==> config.mk <==
export PLATFORM = sky130hd
export DESIGN_NAME = gpio_p0_bus_sched
export DESIGN_NICKNAME = d
export VERILOG_FILES = /design/src/rtl/gpio_p0_bus_sched.sv
export SDC_FILE = /design/constraint.sdc
export NUM_CORES = 1
export LEC_CHECK = 0
export CAP_MARGIN = 15
export CORE_UTILIZATION = 45
export CTS_CLUSTER_DIAMETER = 40
export DETAILED_ROUTE_END_ITERATION = 10
export PLACE_DENSITY = 0.68
export SLEW_MARGIN = 20
export SYNTH_ARGS = -nofsm -noshare
export SYNTH_HDL_FRONTEND = slang
export SYNTH_SLANG_ARGS = --single-unit
==> constraint.sdc <==
create_clock -name clk -period 2.3 [get_ports clk]
set_input_delay 0.46 -clock clk [delete_from_list [all_inputs] [get_ports clk]]
set_output_delay 0.46 -clock clk [all_outputs]
set_load 0.005 [all_outputs]
==> src/rtl/gpio_p0_bus_sched.sv <==
// GPIO port 0 sequencer: arbitrates CPU bus reads against peripheral captures,
// then runs latch -> tristate drive -> turnaround for the granted transfer.
module gpio_p0_bus_sched #(
  parameter int HOLD_CYCLES = 2,
  parameter int TURN_CYCLES = 1
) (
  input  logic clk,
  input  logic rst,
  input  logic cpu_rd_req,
  input  logic periph_req,
  output logic gpio_en,
  output logic bus_tri_en,
  output logic periph_tri_en,
  output logic cpu_rd_ack,
  output logic periph_ack,
  output logic grant_id,
  output logic busy
);

  generate
    if (HOLD_CYCLES < 1 || HOLD_CYCLES > 15) begin : g_bad_hold
      $error("gpio_p0_bus_sched: HOLD_CYCLES must be 1..15");
    end
    if (TURN_CYCLES < 0 || TURN_CYCLES > 15) begin : g_bad_turn
      $error("gpio_p0_bus_sched: TURN_CYCLES must be 0..15");
    end
  endgenerate

  localparam logic [3:0] HOLD_LD = 4'(HOLD_CYCLES);
  localparam logic [3:0] TURN_LD = 4'(TURN_CYCLES);

  typedef enum logic [1:0] {
    S_IDLE  = 2'd0,
    S_LATCH = 2'd1,
    S_DRIVE = 2'd2,
    S_TURN  = 2'd3
  } state_t;

  state_t     r_state, w_nstate;
  logic [3:0] r_cnt, w_ncnt;
  logic       r_gid, w_ngid;
  logic       r_last, w_nlast;
  logic       w_req_g, w_end, w_arb;

  assign w_req_g = r_gid ? periph_req : cpu_rd_req;

  // The edge that closes a transfer also arbitrates, so a pending request is
  // latched with no dead IDLE cycle in between.
  always_comb begin
    w_nstate = r_state;
    w_ncnt   = r_cnt;
    w_ngid   = r_gid;
    w_nlast  = r_last;
    w_end    = 1'b0;
    w_arb    = 1'b0;
    case (r_state)
      S_IDLE:  w_arb = 1'b1;
      S_LATCH: begin
        if (!w_req_g) begin
          w_end = 1'b1;
        end else begin
          w_nstate = S_DRIVE;
          w_ncnt   = HOLD_LD;
        end
      end
      S_DRIVE: begin
        if (!w_req_g || r_cnt == 4'd1) w_end = 1'b1;
        else                           w_ncnt = r_cnt - 4'd1;
      end
      S_TURN: begin
        if (r_cnt == 4'd1) begin
          w_nlast = r_gid;
          w_arb   = 1'b1;
        end else begin
          w_ncnt = r_cnt - 4'd1;
        end
      end
      default: w_nstate = S_IDLE;
    endcase

    if (w_end) begin
      if (TURN_CYCLES == 0) begin
        w_nlast = r_gid;
        w_arb   = 1'b1;
      end else begin
        w_nstate = S_TURN;
        w_ncnt   = TURN_LD;
      end
    end

    if (w_arb) begin
      w_nstate = S_IDLE;
      if (cpu_rd_req || periph_req) begin
        w_nstate = S_LATCH;
        w_ngid   = (cpu_rd_req && periph_req) ? ~w_nlast : periph_req;
      end
    end
  end

  // Outputs decode the next state so every output is a flop.
  always_ff @(posedge clk) begin
    if (rst) begin
      r_state       <= S_IDLE;
      r_cnt         <= 4'd0;
      r_gid         <= 1'b0;
      r_last        <= 1'b1;
      gpio_en       <= 1'b0;
      bus_tri_en    <= 1'b0;
      periph_tri_en <= 1'b0;
      cpu_rd_ack    <= 1'b0;
      periph_ack    <= 1'b0;
      grant_id      <= 1'b0;
      busy          <= 1'b0;
    end else begin
      r_state       <= w_nstate;
      r_cnt         <= w_ncnt;
      r_gid         <= w_ngid;
      r_last        <= w_nlast;
      gpio_en       <= (w_nstate == S_LATCH);
      bus_tri_en    <= (w_nstate == S_DRIVE) && !w_ngid;
      periph_tri_en <= (w_nstate == S_DRIVE) &&  w_ngid;
      cpu_rd_ack    <= (w_nstate == S_DRIVE) && (w_ncnt == 4'd1) && !w_ngid;
      periph_ack    <= (w_nstate == S_DRIVE) && (w_ncnt == 4'd1) &&  w_ngid;
      grant_id      <= w_ngid;
      busy          <= (w_nstate != S_IDLE);
    end
  end

endmodule
After elaboration in Yosys (flattened, before gate mapping)
Cells that the tools add are included.
{"block": "totals", "output_inout_bits": 7, "in_bits": 4, "word_cells": 52, "register_bits": 14}
{"block": "classes", "addsub": 1, "n_reduce_logical": 12, "bitwise": 1, "n_eq_ne": 7, "n_mux": 21}
{"operator": "$mux 4", "count": 4}
{"operator": "$pmux 4 s3", "count": 1}
{"operator": "$mux 1", "count": 10}
{"operator": "$eq 4x1->1 const B", "count": 2}
{"operator": "$mux 2", "count": 4}
{"operator": "$eq 2x2->1 const B", "count": 3}
{"operator": "$logic_and 1x1->1", "count": 6}
{"operator": "$eq 2x1->1 const B", "count": 2}
{"operator": "$pmux 1 s2", "count": 2}
{"operator": "$sub 4x1->4 const B", "count": 1}
{"operator": "$logic_not 1->1", "count": 2}
{"operator": "$logic_not 2->1", "count": 1}
{"operator": "$logic_or 1x1->1", "count": 2}
{"operator": "$reduce_bool 2->1", "count": 1}
{"operator": "$not 1->1", "count": 1}

Logic depth before layout (Yosys ltp)
Gate-level depths: netlist of run 1.
{"block": "depth", "word_depth": 10, "depth_mapped": 8, "depth_no_buf": 7}

Least setup slack after synthesis of run 1
No wires, ideal clock.
{"block": "synth_timing", "path_kind": "register to register", "from": "reg r_cnt[0]", "to": "reg r_cnt[0]", "setup_ps": 136, "t_required_ps": 2164, "path_buffers": 0, "arrival_ps": 1893, "stages_incl_launch_ff": 7, "slack_ps": 270, "period_less_slack_ps": 2030, "cell_sequence": "dfxtp_1 ha_1 nor3b_4 nor2_2 mux2_4 a222oi_1 a21oi_1"}
{"block": "synth_via", "elab_chain_len": 5, "elab_cells_between_ends": 10, "cone_classes": "add/sub: 1; eq/ne: 1; mux: 7; reduce/logical: 1"}
{"item": "start, declared", "line": "40", "rtl": "logic [3:0] r_cnt, w_ncnt;"}
{"item": "start signal, assigned", "line": "116", "rtl": "r_cnt <= w_ncnt;"}
{"item": "branches (longest 4 deep; another with $sub 4x1->4)"}
{"item": "$mux 4 (*)", "line": "81", "rtl": "if (w_end) begin"}
Mark *: on every way between the ends.
A chain may end at the register's enable or synchronous reset.

Worst setup path in the final report of run 1
Ends and elaborated chain as after synthesis.

==> out/results.txt, run 1 <==
The flow ran to the end, and the final reports show no timing, DRC or antenna violations. Compared with the post-synthesis result, the final layout area differs by 24.4%. In this run the most critical hold path is launched from r_last$_SDFF_PP1_. The cell row count is 15. The first global-routing pass estimated 3.33 mm of wire. The tools report the largest net degree at the start of global routing as 11. The post-synthesis cell area is 877 um^2, and the last weighted congestion value of the routability-driven placer is 0.879. The launch point of the worst reg-to-reg path was r_cnt[0]$_SDFF_PP0_. The tools report the sink of the worst hold path as r_last$_SDFF_PP1_.

The logs give 0 for the number of synthesis warnings and 44 for the number of different library cells in the post-synthesis netlist. The multi-input gate area in the final layout came out at 549 um^2. For this design the top-level I/O count stands at 11.

The vertical extent of the die was 46.2 um; the reg-to-reg setup timing slack was 0.15 ns. The slowest stage of the critical path belongs to the cell dfxtp_1. For the arrival time of the worst setup path, the log shows 2.31 ns. The die covers 2130 um^2. In the layout the commonest cells are 14 x dfxtp_1, 12 x nor2_1, 10 x clkdlybuf4s50_1.

After detailed routing, the total wire length is 2.05 mm. The mean routed wirelength per cell came out at 14.2 um. Traced cell by cell, the critical path runs through ha_1 > nor3b_4 > nor2_2 > mux2_4 > a222oi_1 > buf_4 > a21oi_1.

The completed layout was analyzed and its total power is 0.00124 W. The worst path needs 2.15 ns of the cycle, external delays included. The run gives 0 as the post-route DRC violation count.

The run gives 32.0% as the sequential cell area fraction in the yosys report. The worst register-to-register path ends at r_cnt[0]$_SDFF_PP0_. Buffers inserted to repair hold after CTS numbered 0.

For the overall via count from detail_route, the log shows 833. In this run the power density over the cells is 1130 nW/um^2. Counting the buffers created by CTS gives 3.

The delay contributed by the slowest stage of the critical path came out at 0.47 ns. The tree built by TritonCTS fans out to 14 sinks. The floorplan step defined a core boundary enclosing 1780 um^2. Dividing the detail-routed via count by the number of cells gives 5.74. For the pin with the worst max-slew slack, the measured transition is 0.364 ns. Yosys mapped a number of flops with a built-in enable equal to 0.

Setup repair after global routing left no endpoint under its margin. In this run, post-CTS repair resized a total of 0 instances. Max-cap violations in this run came to 0. Period utilization: 93.4%. After layout, the worst setup slack is 0.152 ns. The worst clock skew on the final layout was 0.00178 ns; the cell count of the worst reg-to-reg path was 7.

The worst-case IR drop observed on VDD is 0.000603 V. The number of antenna diodes in the final layout is 0. The logs give 2.46 ns for the data required time of the critical path and 280 um^2 for the footprint of the flip-flops and latches.

The initial utilization of the core area, before any placement, comes to 49.2%. The post-synthesis cell type with the largest combined area is dfxtp_1. The average instance area after synthesis is 8.68 um^2. In this run the deepest clock path goes through 2 buffers.

The logs give 792 for the number of global-route vias before repair and 41 for the initial DRC count. Classification of the worst-slack hold path: flip-flop to flip-flop. The residual overflow from global routing is 0, and the post-layout net count is 131. The prevailing post-synth register cell was dfxtp_1. Leaving out fill and tap cells, the most frequent cell in the layout is dfxtp_1. The worst slack at placement was -0.0122 ns. TritonCTS built the clock tree. Along the worst path, the maximum fanout reaches 7. Counting every net in the synthesized netlist gives 111. The achievable clock frequency is 466 MHz, and the buffering stage count on the worst path with inverters included is 1. The top-area cell type share of the netlist area is 32.0%, and the total leakage power is 0.452 nW. The number of buffers inserted by port buffering works out to 10. The first TritonRoute pass finished after 4 iterations.

The kind of start point of the critical path was a flip-flop. After filler insertion, the fill cell instance count of the layout stands at 159. By area the synthesized netlist is led by dfxtp_1 32%, ha_1 8.6%, nor2_1 5.1%. The post-route netlist has 17.5% of its cells at a drive strength greater than 1. Once the clock tree was built, the setup fixing pass inserted 0 buffers. The share of flip-flops with an asynchronous set or reset after synthesis was 0%.

The critical path is of the flip-flop to flip-flop type. In this run the remaining antenna-violating nets after routing total 0. Clock slew at the register clock pins of the worst setup and hold paths: 0.08 ns.

Summed over all nets, the half-perimeter wirelength after detailed placement is 1.59 mm. Setup violations remaining at the end of the flow were counted as 0. The cell family contributing the most delay on the critical path is flip-flops. The run gives 0 as the max-slew violation count. The cell sitting at the root of the clock tree is a clkbuf_4.

The number of levels the H-tree was split into came out at 1. In this run the tightest slew margin relative to its limit is 75.1%. The worst setup path is captured at a flip-flop. From left edge to right edge, the die measures 46.2 um. Initial antenna violation count: 0. The synthesized netlist cell count was 101; the later-pin clock latency in the skew report was 0.28 ns.

The count of cells along the worst hold path works out to 2. In this run, synthesis produced a sequential element count of 14. The run gives 21.7% as the overall global routing resource usage. For the final number of hold-violating endpoints, the log shows 0.
-- synthesized netlist by cell type, types with 2 or more instances --
library cell / n
nor3_1: 5
dfxtp_1: 14
a31oi_1: 2
nor3b_1: 2
nand2_1: 6
ha_1: 6
nor4bb_1: 2
o21ai_0: 6
a21oi_1: 2
inv_1: 9
mux2_2: 2
o31ai_1: 2
nor2_1: 12
-- final cells by class --
| cell class | count | share of cell area [%] |
|---|---|---|
| timing repair buffer | 18 | 14.7 |
| sequential | 14 | 25.7 |
| multi-input combinational | 75 | 50.3 |
| tap | 25 | 2.87 |
| inverter | 9 | 3.10 |
| clock buffer | 4 | 3.33 |
-- cells by family (layout without fill, tap and decap cells) --
kind of cell | Yosys count | in the layout | share of synthesized area (%)
AND/OR/NAND/NOR | 40 | 40 | 27.4
AO/OA/AOI/OAI | 25 | 25 | 21.3
flip-flops | 14 | 14 | 32.0
buffers and inverters | 12 | 31 | 5.42
adder cells (fa/ha/maj) | 6 | 6 | 8.56
multiplexers | 4 | 4 | 5.42
-- worst max path at each step --
stage	from	endpoint	slack, ns	cells after the start
final	r_cnt[0]$_SDFF_PP0_	r_cnt[0]$_SDFF_PP0_	0.15	7
after CTS	r_cnt[0]$_SDFF_PP0_	periph_ack$_SDFF_PP0_	0.17	6
after detailed placement	periph_req	periph_ack$_SDFF_PP0_	-0.01	7
after floorplan	r_cnt[0]$_SDFF_PP0_	r_cnt[0]$_SDFF_PP0_	0.27	6
after global routing	r_cnt[0]$_SDFF_PP0_	r_cnt[0]$_SDFF_PP0_	0.006	7
after global placement	periph_req	r_cnt[0]$_SDFF_PP0_	0.07	7
-- routing by layer --
layer,vias to the layer above,wire [um],GRT usage (%)
met5,-,0,0
met4,0,7,4.12
met3,2,126,7.06
met2,31,1050,38.0
met1,389,864,25.6
li1,411,-,-
-- power breakdown --
| group | internal, W | total (W) | switching [W] |
|---|---|---|---|
| Clock | 0.0000964 | 0.000175 | 0.0000788 |
| Sequential | 0.000302 | 0.000357 | 0.0000547 |
| Combinational | 0.000333 | 0.000704 | 0.000371 |
-- stage by stage --
| step | TNS, ns | cells | utilization (%) | instance area [um^2] | hold slack (ns) |
|---|---|---|---|---|---|
| 5_1_grt | 0 | 145 | 61.2 | 1090 | 0.495 |
| 4_1_cts | 0 | 145 | 61.2 | 1090 | 0.466 |
| 6_report | 0 | 145 | 61.2 | 1090 | 0.472 |
| 2_1_floorplan | 0 | 101 | - | 877 | 0.428 |
| 3_3_place_gp | 0 | 141 | 59.2 | 1050 | 0.445 |
| 3_5_place_dp | -0.0122 | 141 | 59.2 | 1050 | 0.455 |
-- worst min-delay path, delay by kind of cell, from the launching register on --
family	cells	cell delay, ns
simple gates	2	0.10
flops	1	0.33
-- registers in the layout, indices dropped and copies added (netlist names) --
| signal | flops |
|---|---|
| r_gid | 1 |
| gpio_en | 1 |
| r_last | 1 |
| periph_ack | 1 |
| cpu_rd_ack | 1 |
| r_state | 2 |
| periph_tri_en | 1 |
| busy | 1 |
| bus_tri_en | 1 |
| r_cnt | 4 |
Power figures use the tool's default switching activity.
==> run 2, diff against run 1 <==
Settings changed: CORE_MARGIN from default to 2.
==> run 2 against run 1 <==
Against the previous run:
- clock power increased by 2%
- cell count unchanged
- power increased by 0.96%
- via count decreased by 2.3%
- critical path depth increased by 1
- maximum frequency increased by 5.0%
- sequential share of layout area increased by 0.085 points
- non-clock buffer count unchanged
- critical endpoint unchanged
- setup slack improved by 0.10 ns
- register-to-register slack improved by 0.10 ns
==> out/results.txt, run 2 (synthesized netlist as in run 1, its figures left out) <==
The final wirelength is 1.95 mm (was 2.05 mm). Setup repair after global routing left no endpoint under its margin. The number of flip-flops in the largest register is 4 (unchanged).

The data required time of the critical path was 2.47 ns (was 2.46 ns); the achievable clock frequency was 489 MHz (was 466 MHz). The setup slack after layout was 0.255 ns (was 0.152 ns). For the arrival time of the worst setup path, the log shows 2.22 ns (was 2.31 ns).

Largest net degree at the start of global routing: 11 (unchanged). The run finished with clean final reports. The worst slack at placement was 0.0233 ns (was -0.0122 ns). The via density per instance works out to 5.61 (was 5.74).

The number of max-cap violations came out at 0 (unchanged). The reg-to-reg setup timing slack was 0.25 ns (was 0.15 ns). Cell at the root of the clock tree: clkbuf_4 (unchanged). The number of buffers inserted by port buffering is 10 (unchanged), and the post-route antenna net violation count is 0 (unchanged). The origin of the worst min-delay path was r_last$_SDFF_PP1_ (unchanged). Number of global-route vias before repair: 756 (was 792).

The overall via count from detail_route was 814 (was 833); the slew at the pin closest to its max-slew limit was 0.388 ns (was 0.364 ns). The clock slew at the register clock pins of the worst setup and hold paths was 0.09 ns (was 0.08 ns). Sink of the worst hold path: r_last$_SDFF_PP1_ (unchanged). The total leakage power came out at 0.453 nW (was 0.452 nW).

Most used cells in the layout excluding fill and tap cells: 13 x dfxtp_1, 12 x nor2_1, 10 x clkdlybuf4s50_1 (was 14 x dfxtp_1, 12 x nor2_1, 10 x clkdlybuf4s50_1). The die outline width was 48.2 um (was 46.2 um). The max-slew violation count is 0 (unchanged), and the overall power is 0.00125 W (was 0.00124 W). Most common cell after layout, fill and taps aside: dfxtp_1 (unchanged). The share of cells above drive strength 1 was 18.3% (was 17.5%). The later-pin clock latency in the skew report is 0.29 ns (was 0.28 ns), and the cell count of the worst reg-to-reg path is 8 (was 7). Endpoint kind of the worst setup timing path: a flip-flop (unchanged). The register bank with the most flops is r_cnt (unchanged). The count of cells along the worst hold path is 2 (unchanged), and the cell total after placement is 141 (unchanged). The tools report the footprint of the flip-flops and latches as 282 um^2 (was 280 um^2).

The I/O pin count came out at 11 (unchanged). For the length of the first detailed-routing pass in iterations, the log shows 4 (unchanged). The residual overflow from global routing is 0 (unchanged). The tools report the non-filler instance count after layout as 145 (unchanged).

Number of setup violations in the final report: 0 (unchanged). Cell row count: 15 (unchanged). The mean routed wirelength per cell works out to 13.5 um (was 14.2 um). The post-route minimum period was 2.05 ns (was 2.15 ns); the number of buffers added for setup after CTS was 0 (unchanged). The run gives 1780 um^2 (unchanged) as the placeable core region. The largest fanout of any net on the critical path works out to 5 (was 7). The worst relative slew slack was 73.9% (was 75.1%).

Category of the critical setup timing path: flip-flop to flip-flop (unchanged). The classification of the worst-slack hold path is flip-flop to flip-flop (unchanged). The period utilization came out at 88.9% (was 93.4%). The run gives 0 (unchanged) as the initial antenna violation count. The vertical extent of the die came out at 48.2 um (was 46.2 um). The worst-case vdd ir drop is 0.000849 V (was 0.000603 V). The post-layout net count was 131 (unchanged); the die footprint was 2320 um^2 (was 2130 um^2). For the diode insertion count for antenna repair, the log shows 0 (unchanged). Regs by FF count: r_cnt (4), r_state (2) (unchanged). Number of levels the H-tree was split into: 1 (unchanged). The tools report the overall global routing resource usage as 21.0% (was 21.7%). The total clock sinks was 14 (unchanged). The half-perimeter wire length of the detailed placement result came out at 1.53 mm (was 1.59 mm). The hold buffer count at cts is 0 (unchanged), and the count of fill cells added during filler insertion is 149 (was 159). The endpoint of the lowest-slack register-to-register path was r_cnt[0]$_SDFF_PP0_ (unchanged). The kind of start point of the critical path is a flip-flop (unchanged). The launch point of the worst reg-to-reg path is r_cnt[1]$_SDFF_PP0_ (was r_cnt[0]$_SDFF_PP0_). The post-CTS resize count was 0 (unchanged). The multi-input gate area in the final layout is 549 um^2 (unchanged), and the worst clock skew on the final layout is 0.0114 ns (was 0.00178 ns).

Area growth from synthesis to final layout: 24.5% (was 24.4%). TritonCTS built the clock tree. The wire length of the first global-routing pass is 3.34 mm (was 3.33 mm), and the initial core utilization is 49.2% (unchanged).

Final number of hold-violating endpoints: 0 (unchanged). The total negative slack is 0 ns (unchanged). The power density over the cells is 1140 nW/um^2 (was 1130 nW/um^2).

The logs give 2 (unchanged) for the clock tree buffer depth and 0 (unchanged) for the post-route DRC violation count. The TritonCTS buffer count was 3 (unchanged); the last weighted congestion value of the routability-driven placer was 0.937 (was 0.879). The initial DRC count came out at 35 (was 41).
==> run 2: area by class of cell <==
| cell class | instances | share of cell area, % |
|---|---|---|
| clock buffers | 4 | 3.32 |
| inverters | 9 | 3.09 |
| multi-input cells | 75 | 50.3 |
| flip-flops and latches | 14 | 25.8 |
| well taps | 25 | 2.86 |
| repair buffers | 18 | 14.7 |
==> run 2: routing by layer <==
layer  GRT usage [%]  vias to the layer above  wire [um]
met5               0                        -          0
met3            7.78                        2        115
met4            7.03                        0          8
li1                -                      409          -
met2            33.7                       31        982
met1            25.8                      372        849
==> run 2: worst max-delay path, stage by stage (launching register included) <==
cell and delay, ns:
dfxtp_1 0.34, inv_1 0.11, ha_1 0.25, nor3b_4 0.30
nor2_2 0.08, mux2_4 0.29, a222oi_1 0.33, buf_4 0.19
a21oi_1 0.06
==> run 2: power by group <==
group | leakage (nW) | internal [W] | switching, W
logic | 0.317 | 0.000344 | 0.000369
registers | 0.115 | 0.000304 | 0.0000529
clock network | 0.0210 | 0.0000963 | 0.0000823
total | 0.453 | 0.000744 | 0.000504
==> run 2: through the flow <==
| step | hold WS (ns) | util, % | area [um^2] |
|---|---|---|---|
| floorplan | 0.428 | - | 877 |
| global placement | 0.446 | 59.2 | 1050 |
| detailed placement | 0.452 | 59.2 | 1050 |
| CTS | 0.463 | 61.2 | 1090 |
| global route | 0.518 | 61.3 | 1090 |
| finish | 0.461 | 61.3 | 1090 |
==> run 2: worst max path at each step <==
stage                              from                    end  depth (start not counted)
finish              r_cnt[1]$_SDFF_PP0_    r_cnt[0]$_SDFF_PP0_                          8
global route        r_cnt[1]$_SDFF_PP0_  cpu_rd_ack$_SDFF_PP0_                          7
CTS                 r_cnt[0]$_SDFF_PP0_    r_cnt[0]$_SDFF_PP0_                          7
detailed placement           cpu_rd_req    r_cnt[0]$_SDFF_PP0_                          7
global placement             cpu_rd_req    r_cnt[0]$_SDFF_PP0_                          7
floorplan           r_cnt[0]$_SDFF_PP0_    r_cnt[0]$_SDFF_PP0_                          6
==> edit, RTL diff (config.mk and constraints of run 2) <==
`TURN_CYCLES`: 1 -> 0.
--- a/src/rtl/gpio_p0_bus_sched.sv
+++ b/src/rtl/gpio_p0_bus_sched.sv
@@ -2,7 +2,7 @@
 // then runs latch -> tristate drive -> turnaround for the granted transfer.
 module gpio_p0_bus_sched #(
   parameter int HOLD_CYCLES = 2,
-  parameter int TURN_CYCLES = 1
+  parameter int TURN_CYCLES = 0
 ) (
   input  logic clk,
   input  logic rst,
Behaviour: not the same (Yosys sat finds a counterexample within 4 cycles, from zero or initial values and one cycle with rst high).
==> edit against run 2 <==
- first-iteration DRC count fell by 60%
- worst setup slack got worse by 99 ps
- area after synthesis fell by 3.7%
- total power fell by 33%
- sequential cell count did not move
- clock skew fell by 8.4 ps
- wire length fell by 11%
- combinational power fell by 49%
- critical path depth fell by 2
- via count fell by 4.9%
- sequential share of layout area barely moved
- design area fell by 0.46%
- clock power fell by 4%
- highest routed layer unchanged
==> edit: results (changes against run 2) <==
Vias=774 (-4.9%); reg-to-reg slack, setup=160 ps (-100 ps); DR iter-0 viols=14 (-60%); GRT met1 Usage=0.2488 (-0.009590); R2R depth=6 (-2); Int Power=0.5567 mW (-25%); WL met2=752 um (-23%); routability cong.=0.8846 (-5.5%); Area after DPL=0.001051 sq mm (-0.36%); status=finished clean; first-pass GRT wire length=2829 um (-15%); DR top layer=met4; largest net degree at the start of global routing=10 (-1); n_diodes=0 (unchanged); dpl ws=-68.28 ps (-91.58 ps); Slew @ Worst Pin=379.3 ps (-9.229 ps); Synth area leaders=dfxtp_1 (33%), ha_1 (8.9%), nor2_1 (4.4%), a21oi_1 (3.6%), inv_1 (3.6%); met3 Usage GRT=0.02692 (-0.05085); Worst-Skew Late Latency=270 ps (-20 ps); Worst VDD drop=0.6398 mV (-25%); Net Count, Synth=107 (-3.6%); met3 WL post-DR=60 um (-48%); Total GRT Usage=0.1797 (-0.03016); multiplexer share of the synthesized area=0.07111 (+0.01690); Compound-Gate Fraction of Synth Area=0.2252 (+0.01263); met1 WL=886 um (+4.4%); adder-cell share of the synthesized area=0.08889 (+0.003297); WP data arrival=2370 ps (+150 ps); Post-synth top cells=dfxtp_1 (14), nor2_1 (10), inv_1 (8); asr flop ratio synth=0 (unchanged); Post-CTS Setup Inserts=0 (unchanged); fmax=466.2 MHz (-4.6%); nets=131 (unchanged); routed length per instance=12.00 um (-11%); layout cells sized above 1=0.2083 (+0.02500); worst hold stages=1 (-1); Post-DP HPWL=1359 um (-11%); fill count=151 (+1.3%); Lkg Pwr=0.4391 nW (-3.0%)
==> edit: critical path, cell delays in order (launching register included) <==
cell and delay, ps:
dfxtp_1 440, ha_1 230, or3b_1 400, o211ai_1 110, o2bb2ai_1 110, or4_4 550, and4bb_1 250
==> edit: layout make-up <==
type	count	area (sq um)	area share
Multi-Input combinational cell	73	526.8	0.4845
Inverter	8	30.03	0.02762
Clock buffer	4	36.28	0.03337
Timing Repair Buffer	21	182.7	0.1680
Sequential cell	14	280.3	0.2578
Tap cell	25	31.28	0.02877
==> edit: power groups by stage <==
stage	sequential, mW	clock [mW]	combinational [mW]
2_1_floorplan	0.305	0	0.229
3_5_place_dp	0.308	0	0.365
3_3_place_gp	0.306	0	0.364
5_1_grt	0.308	0.187	0.405
4_1_cts	0.302	0.175	0.368
6_report	0.302	0.171	0.367
